===== config.mk =====
export PLATFORM = sky130hd
export DESIGN_NAME = delay_fall_prog
export DESIGN_NICKNAME = d
export VERILOG_FILES = /design/src/rtl/delay_pkg.sv /design/src/rtl/delay_sync.sv /design/src/rtl/delay_fall_prog.sv
export SDC_FILE = /design/constraint.sdc
export NUM_CORES = 1
export LEC_CHECK = 0
export CORE_MARGIN = 4
export CORE_UTILIZATION = 50
export CTS_CLUSTER_SIZE = 8
export DETAILED_ROUTE_END_ITERATION = 10
export PLACE_DENSITY = 0.88
export SLEW_MARGIN = 20
export SYNTH_ARGS = -nofsm -noshare
export SYNTH_HDL_FRONTEND = slang
export SYNTH_SLANG_ARGS = --single-unit

===== constraint.sdc =====
create_clock -name CELCLK -period 2.3 [get_ports CELCLK]
set_clock_uncertainty 0.05 [all_clocks]
set_input_delay 0.345 -clock CELCLK [delete_from_list [all_inputs] [get_ports CELCLK]]
set_output_delay 0.345 -clock CELCLK [all_outputs]
set_load 0.02 [all_outputs]

===== src/rtl/delay_pkg.sv =====
// delay_pkg: shared FSM state encoding and parameter defaults for the fall-delay cell
package delay_pkg;
  localparam int DLY_W_DEF = 8;
  localparam int FILT_W_DEF = 8;
  localparam int SYNC_STAGES_DEF = 2;
  typedef enum logic [1:0] {LOW, HIGH, COUNT} state_t;
endpackage


===== src/rtl/delay_sync.sv =====
// delay_sync: multi-flop synchronizer with asynchronous active-low clear
module delay_sync #(
  parameter int SYNC_STAGES = 2
) (
  input  logic clk,
  input  logic rst_n,
  input  logic d,
  output logic q
);
  logic [SYNC_STAGES-1:0] ff;
  always_ff @(posedge clk or negedge rst_n)
    if (!rst_n) ff <= '0;
    else ff <= {ff[SYNC_STAGES-2:0], d};
  assign q = ff[SYNC_STAGES-1];
endmodule


===== src/rtl/delay_fall_prog.sv =====
// delay_fall_prog: passes rising edges after sync, delays falls by a programmable count,
// and counts low pulses that end before the delay expires.
module delay_fall_prog
  import delay_pkg::*;
#(
  parameter int DLY_W = DLY_W_DEF,
  parameter int SYNC_STAGES = SYNC_STAGES_DEF,
  parameter int FILT_W = FILT_W_DEF
) (
  input  logic              CELCLK,
  input  logic              CELRSTN,
  input  logic              CELV,
  input  logic              CELG,
  input  logic              CELSUB,
  input  logic              i,
  input  logic [DLY_W-1:0]  dly_sel,
  output logic              o,
  output logic              busy,
  output logic              done,
  output logic [FILT_W-1:0] filt_cnt
);
  state_t state;
  logic [DLY_W-1:0] cnt;
  logic i_s;
  logic unused_pins;
  assign unused_pins = CELV ^ CELG ^ CELSUB;
  delay_sync #(.SYNC_STAGES(SYNC_STAGES)) u_sync (
    .clk(CELCLK), .rst_n(CELRSTN), .d(i), .q(i_s)
  );
  // abort on i_s=1 is checked before expiry so a returning high always wins
  always_ff @(posedge CELCLK or negedge CELRSTN)
    if (!CELRSTN) begin
      state <= LOW;
      o <= 1'b0;
      busy <= 1'b0;
      done <= 1'b0;
      cnt <= '0;
      filt_cnt <= '0;
    end else begin
      done <= 1'b0;
      case (state)
        LOW: if (i_s) begin
          state <= HIGH;
          o <= 1'b1;
        end
        HIGH: if (!i_s) begin
          state <= COUNT;
          cnt <= dly_sel;
          busy <= 1'b1;
        end
        COUNT: if (i_s) begin
          state <= HIGH;
          busy <= 1'b0;
          if (~&filt_cnt) filt_cnt <= filt_cnt + FILT_W'(1);
        end else if (cnt == '0) begin
          state <= LOW;
          o <= 1'b0;
          done <= 1'b1;
          busy <= 1'b0;
        end else cnt <= cnt - DLY_W'(1);
        default: state <= LOW;
      endcase
    end
endmodule


# Word level (Yosys, flattened, before mapping)
# Index checks and enable logic that the tools add are counted.
[word_totals]
ff_bits = 23
inputBits = 14
[classes]
addsub = 2
n_eq_ne = 8
muxes = 19
bitwise_logic = 1
n_reduce_logical = 10
[ops]
columns = ["op", "count"]
rows = [
  ["two-way mux 8 bit", 3],
  ["one-hot mux 8 bit (2 select lines)", 1],
  ["AND reduction 3 bit", 3],
  ["adder 8 x 1 -> 8 bit, second input constant", 1],
  ["zero test 8 bit", 1],
  ["two-way mux 1 bit", 8],
  ["two-way mux 2 bit", 4],
  ["inequality test 2 bit, second input constant", 4],
  ["AND reduction 4 bit", 2],
  ["AND reduction 8 bit", 1],
  ["subtractor 8 x 1 -> 8 bit, second input constant", 1],
  ["one-hot mux 2 bit (3 select lines)", 1],
  ["one-hot mux 1 bit (2 select lines)", 2],
  ["nonzero test 2 bit", 2],
  ["inequality test 3 x 2 -> 1 bit, second input constant", 1],
  ["== test 2 x 1 -> 1 bit, second input constant", 1],
  ["== test 2 bit, second input constant", 1],
  ["zero test 2 bit", 1],
  ["inequality test 2 x 1 -> 1 bit, second input constant", 1],
  ["inverter 1 bit", 1],
]

# Longest topological paths before layout
# Gate-level depths: netlist of the first run.
[logic_depth]
word_depth = 4
ltp_mapped = 6
depth_no_buf = 6

# Cells and area by module
# From an unflattened synthesis of the first run, not the netlist that was laid out.
[hier_totals]
hier_cells = 106
hier_area_um2 = 1152.4
[modules_own_cells]
columns = ["module", "instances", "cells_each", "area_each_um2"]
rows = [
  ["delay_fall_prog", 1, 104, 1102.3],
  ["delay_sync", 1, 2, 50.0],
]

# Worst setup path before layout of the first run
# Ideal clock, no wire load.
[synth_path]
path_type = "register to register"
startpoint = "register filt_cnt[0]"
endpoint = "register filt_cnt[1]"
setup_ns = 0.125
arrival_ns = 1.463
path_slack_ns = 0.663
stages_incl_launch_ff = 4
synth_period_minus_slack_ns = 1.637
cell_sequence = "dfrtp_1 -> ha_1 -> a41oi_2 -> mux2_2"
[synth_between]
elab_chain_len = 3
[synth_rtl]
columns = ["element", "line", "source"]
rows = [
  ["from (decl)", "delay_fall_prog.sv:20", "output logic [FILT_W-1:0] filt_cnt"],
  ["from (signal assigned)", "delay_fall_prog.sv:54", "if (~&filt_cnt) filt_cnt <= filt_cnt + FILT_W'(1);"],
  ["branches (longest 3 deep; another with adder 8 x 1 -> 8 bit)", "n/a", ""],
]
# Parallel ways; which one is timed is not known.
# A chain may end at the register's enable or synchronous reset.

# Worst setup path after layout of the first run
[layout_path]
startpoint = "register state[1]"
endpoint = "register cnt[5]"
[layout_between]
elab_chain_len = 3
[layout_rtl]
columns = ["element", "line", "source"]
rows = [
  ["from (decl)", "delay_fall_prog.sv:22", "state_t state;"],
  ["from (signal assigned)", "delay_fall_prog.sv:33", "state <= LOW;"],
  ["from (signal assigned)", "delay_fall_prog.sv:43", "state <= HIGH;"],
  ["from (signal assigned)", "delay_fall_prog.sv:47", "state <= COUNT;"],
  ["== test 2 bit / == test 2 x 1 -> 1 bit (equally long branches)", "delay_fall_prog.sv:41", "case (state)"],
  ["inequality test 2 bit (no source line) / nonzero test 2 bit (equally long branches)", "n/a", ""],
  ["AND reduction 4 bit (no source line)", "n/a", ""],
  ["to (signal assigned)", "delay_fall_prog.sv:48", "cnt <= dly_sel;"],
  ["to (signal assigned)", "delay_fall_prog.sv:60", "end else cnt <= cnt - DLY_W'(1);"],
  ["to (decl)", "delay_fall_prog.sv:23", "logic [DLY_W-1:0] cnt;"],
]
# Several ways; a longest one is shown, not always the timed one.

==> flow_metrics.tcl, run 1 <==
set metrics [dict create \
    status "finished clean" \
    synth_edf_count 0 \
    area_growth_pct 20.2 \
    finalCriticalPeriod_ns 1.81 \
    p_per_area_nw_per_um2 812 \
    r2r-start "state[1]" \
    slew_violations 0 \
    initial_core_util 0.534 \
    path_max_fanout 14 \
    async_reset_ff_frac 1.00 \
    syn_inst 112 \
    synth.avg_cell_area_um2 10.8 \
    numCtsBuffers 3 \
    row_count 17 \
    cp.required_ns 2.45 \
    fin_crit_sh 0.789 \
    hold_class "primary input to async pin" \
    wl_um 2440 \
    yosysUniqueCellTypes 41 \
    p_leak_nw 0.585 \
    fin_nets 151 \
    cts_root_buf "clkbuf_4" \
    drc 0 \
    yosysTopAreaCellShare 0.478 \
    grt_max_degree 24 \
    drtIter0Drc 23 \
    yosys-top-cells-count "dfrtp_1, a21oi_1, xnor2_1" \
    gp_congestion 0.787 \
    synth_top_cell_by_area "dfrtp_1" \
    rr_endpoint "cnt[5]" \
    port_buffers 21 \
    post-cts-setup-buffers 0 \
    worstMarginPinSlew_ns 0.418 \
    cts_tree "built" \
    irDropWorstVdd_mv 0.526 \
    grt_pass1_wl_um 4200 \
    clock-sinks 23 \
    die_x_um 57.1 \
    reg2regPathDepth 4 \
    cp-end-kind "register" \
    ios 25 \
    r2r_slack_ns 0.49 \
    antenna_found_initial 0 \
    htree_num_levels 1 \
    utilization 0.643 \
    fmax_mhz 551 \
    relSlewSlack 0.721 \
    critical_path_class "register to register" \
    cts_resized 0 \
    viasPerCell 6.01 \
    clkTransAtPathRegs_ns 0.13 \
    synth_fp_nets 129 \
    yosysWarnings 0 \
    drv_cap 0 \
    synthFlopType "dfrtp_1" \
    dieArea_um2 3260 \
    final-setup-viol-count 0 \
    avgRoutedWirePerCell_um 15.1 \
    cts_hold_buf 0 \
    ys_ff_latch 23 \
    core-area_um2 2250 \
    startpoint_type "register" \
    synth_area_leaders "dfrtp_1, xnor2_1, a21oi_1" \
    post-synth-top-count-cell "dfrtp_1" \
    hold_viol_final 0 \
    grt_overflow 0 \
    track_usage 0.163 \
    arrival_ns 1.96 \
    cts_max_path_buffers 2 \
    die_height_um 57.1 \
    antennaDiodeCount 0 \
    ys_seq_area_frac 0.478 \
    ant_nets 0 \
    first_pass_iters 4 \
    rsz0062_at_grt "no" \
    route.vias.total 967 \
    grt_pass1_vias 916 \
    drive_gt1_frac 0.0977 \
    setup_tns_ns 0 \
    syn-cell-area_um2 1200 \
    worstSkewPairLatency_ns 0.31 \
]
[placed cells by master, fill, tap and decap left out, types with 2 or more instances in the layout]
cell	instances
dfrtp_1	23
clkdlybuf4s50_1	21
a21oi_1	8
xnor2_1	6
inv_1	5
nand3_1	5
nor3_1	5
o211ai_1	5
nor4_1	4
o21ai_1	4
nor2_1	3
and3_1	3
nand2_1	3
nand4_1	3
ha_1	3
clkbuf_4	3
o21ai_0	2
a22oi_1	2
a2bb2oi_1	2
[stage by stage]
stage	std cells	hold slack [ns]	cell area (um2)	setup slack [ns]	power (W)
detailed placement	157	0.290	1420	0.498	0.000993
global placement	157	0.283	1420	0.548	0.000968
floorplan	112	-0.000591	1200	0.663	0.000838
CTS	161	0.314	1450	0.471	0.00118
global route	161	0.318	1450	0.292	0.00126
finish	161	0.312	1450	0.486	0.00118
[layer usage]
| metal | GRT usage | part of all wire |
|---|---|---|
| met3 | 0.0249 | 0.035 |
| met2 | 0.266 | 0.50 |
| met5 | 0 | 0 |
| met4 | 0.0695 | 0.020 |
| met1 | 0.215 | 0.45 |
[critical path: stages, from the launching register on]
cell and delay [ns]:
dfrtp_1 0.59, nand2b_4 0.18, a311o_4 0.45, o311ai_0 0.32
o21ai_1 0.11
[layout make-up]
cell class / count / area, um2
well taps: 28 / 35.0
inverters: 5 / 18.8
clock inverters: 1 / 5.00
clock buffers: 3 / 22.5
flip-flops and latches: 23 / 576
multi-input cells: 79 / 574
fillers: 185 / 806
repair buffers: 22 / 218
[worst max-delay path by stage]
stage / end / slack, ns / startpoint
2_1_floorplan: filt_cnt[1] / 0.66 / filt_cnt[0]
3_3_place_gp: cnt[5] / 0.55 / state[1]
3_5_place_dp: cnt[5] / 0.50 / state[1]
4_1_cts: cnt[5] / 0.47 / state[1]
5_1_grt: cnt[5] / 0.29 / state[1]
6_report: cnt[5] / 0.49 / state[1]
[power by group]
part,internal (W),switching (W),leakage [nW],total (W)
Sequential,0.000483,0.000124,0.284,0.000608
Clock,0.0000651,0.000123,0.0177,0.000188
Combinational,0.000187,0.000194,0.283,0.000381
Total,0.000736,0.000442,0.585,0.00118
[registers in the layout, indices dropped and copies added (netlist names)]
register   count
done           1
filt_cnt       8
cnt            8
state          2
u_sync.ff      2
o              1
busy           1
[cells by family (layout without fill, tap and decap cells)]
| family | Yosys count | count (layout) | share of synthesized area |
|---|---|---|---|
| mux | 1 | 1 | 0.00935 |
| buf+inv | 10 | 31 | 0.0457 |
| simple gates | 36 | 36 | 0.191 |
| compound gates | 32 | 32 | 0.194 |
| flops | 23 | 23 | 0.478 |
| fa+ha+maj | 3 | 3 | 0.0312 |
| xor+xnor | 7 | 7 | 0.0509 |
No activity file was read; power rests on OpenSTA's default activity.
==> inputs of run 2 (changes only) <==
Clock period 2.3 ns to 1.87 ns, I/O delays scaled along.
==> flow_metrics.tcl, run 2 (synthesis gave the netlist of run 1 again) <==
set metrics [dict create \
    final_common_cell "dfrtp_1" \
    hold_viol_final 0 \
    die_x_um 57.1 \
    r2r-start "cnt[1]" \
    p_total_w 0.00148 \
    setup_tns_ns 0 \
    p_per_area_nw_per_um2 999 \
    antennaDiodeCount 0 \
    fmax_mhz 564 \
    slew_violations 0 \
    grt_pass1_wl_um 4300 \
    slowest_delay_ns 0.65 \
    rsz0062_at_grt "no" \
    r2r_slack_ns 0.11 \
    area_growth_pct 23.3 \
    irDropWorstVdd_mv 0.673 \
    path_max_fanout 6 \
    fin_nets 155 \
    layout_common_cells "dfrtp_1, clkdlybuf4s50_1, a21oi_1" \
    startpoint_type "register" \
    comb_power_share 0.343 \
    clkPwrFrac 0.162 \
    cts_root_buf "clkbuf_4" \
    clock-sinks 23 \
    cp-end-kind "output port" \
    wl_um 2570 \
    p_int_w 0.000920 \
    track_usage 0.165 \
    route.vias.total 979 \
    drive_gt1_frac 0.131 \
    p_sw_w 0.000563 \
    htree_num_levels 1 \
    worstMarginPinSlew_ns 0.385 \
    core-area_um2 2250 \
    initial_core_util 0.534 \
    status "finished clean" \
    reg_top3 "cnt (8), filt_cnt (8)" \
    die_height_um 57.1 \
    first_pass_iters 5 \
    grt_max_degree 24 \
    drv_cap 0 \
    drtIter0Drc 22 \
    seq_area_um2 576 \
    clkTransAtPathRegs_ns 0.14 \
    avgRoutedWirePerCell_um 15.6 \
    num-fill-cells 182 \
    dp_hpwl_um 1880 \
    cp_top_family "buffers and inverters" \
    ant_nets 0 \
    crit_slowest_cell "clkdlybuf4s50_1" \
    critical_path_class "register to output port" \
    drc 0 \
    port_buffers 21 \
    arrival_ns 1.44 \
    cts_max_path_buffers 2 \
    worstSkewPairLatency_ns 0.32 \
    relSlewSlack 0.743 \
    cts_tree "built" \
    p_leak_nw 0.605 \
    worstPathBufferInverterCount 1 \
    grt_overflow 0 \
    antenna_found_initial 0 \
    grt_pass1_vias 954 \
    multi_input_area_um2 581 \
    cp.required_ns 1.54 \
    numCtsBuffers 3 \
    fin_crit_sh 0.948 \
    reg2regPathDepth 5 \
    swShare 0.380 \
    finalCriticalPeriod_ns 1.77 \
    rr_endpoint "cnt[5]" \
    hold_class "primary input to async pin" \
    row_count 17 \
    gp_congestion 0.790 \
    path_cells "clkdlybuf4s50_1" \
    final-setup-viol-count 0 \
    post-cts-setup-buffers 0 \
    ios 25 \
    pwr-share-seq 0.495 \
    dieArea_um2 3260 \
    viasPerCell 5.93 \
]
## run 2: cell count changes in the layout (fill, tap and decap cells not counted)
cell and change:
buf_4 +4, nor4_2 +1, nor4_1 -1
## run 2: per-layer routing
metal	up-vias	global-route usage	share of wire
met4	0	0.0695	0.016
met1	481	0.225	0.48
li1	472	-	-
met3	5	0.0249	0.037
met5	-	0	0
met2	21	0.261	0.47
## run 2: repair_timing
item                       in CTS  in global routing
hold buffers                    0                  0
setup endpoints to repair       0                  1
gates resized for setup         0                  1
## run 2: per-stage QoR
stage | worst slack [ns] | util | instances | area (um2) | hold slack (ns)
detailed placement | 0.125 | 0.644 | 161 | 1450 | 0.286
floorplan | 0.233 | - | 112 | 1200 | -0.0651
global placement | 0.185 | 0.644 | 161 | 1450 | 0.282
CTS | 0.101 | 0.656 | 165 | 1480 | 0.269
global route | 0.00291 | 0.659 | 165 | 1490 | 0.267
finish | 0.0978 | 0.659 | 165 | 1490 | 0.249
## run 2: worst max-delay path by stage
stage	startpoint	to	slack, ns	depth (start not counted)
floorplan	filt_cnt[0]	filt_cnt[1]	0.23	3
global placement	cnt[1]	cnt[6]	0.19	5
detailed placement	cnt[1]	cnt[6]	0.12	5
CTS	filt_cnt[0]	filt_cnt[0]	0.10	1
global route	cnt[1]	cnt[5]	0.003	5
finish	filt_cnt[0]	filt_cnt[0]	0.1	1
## run 2: cell type report
class / count / area share
multi-input combinational: 79 / 0.391
tap: 28 / 0.0236
timing repair buffer: 26 / 0.167
clock buffer: 3 / 0.0152
clock inverter: 1 / 0.00337
inverter: 5 / 0.0126
sequential: 23 / 0.388
## run 2: power groups by stage
| stage | logic (W) | registers (W) | clock network, W |
|---|---|---|---|
| after global routing | 0.000557 | 0.000753 | 0.000263 |
| after CTS | 0.000511 | 0.000731 | 0.000236 |
| after detailed placement | 0.000507 | 0.000741 | 0 |
| after floorplan | 0.000260 | 0.000771 | 0 |
| final | 0.000509 | 0.000734 | 0.000240 |
| after global placement | 0.000479 | 0.000731 | 0 |
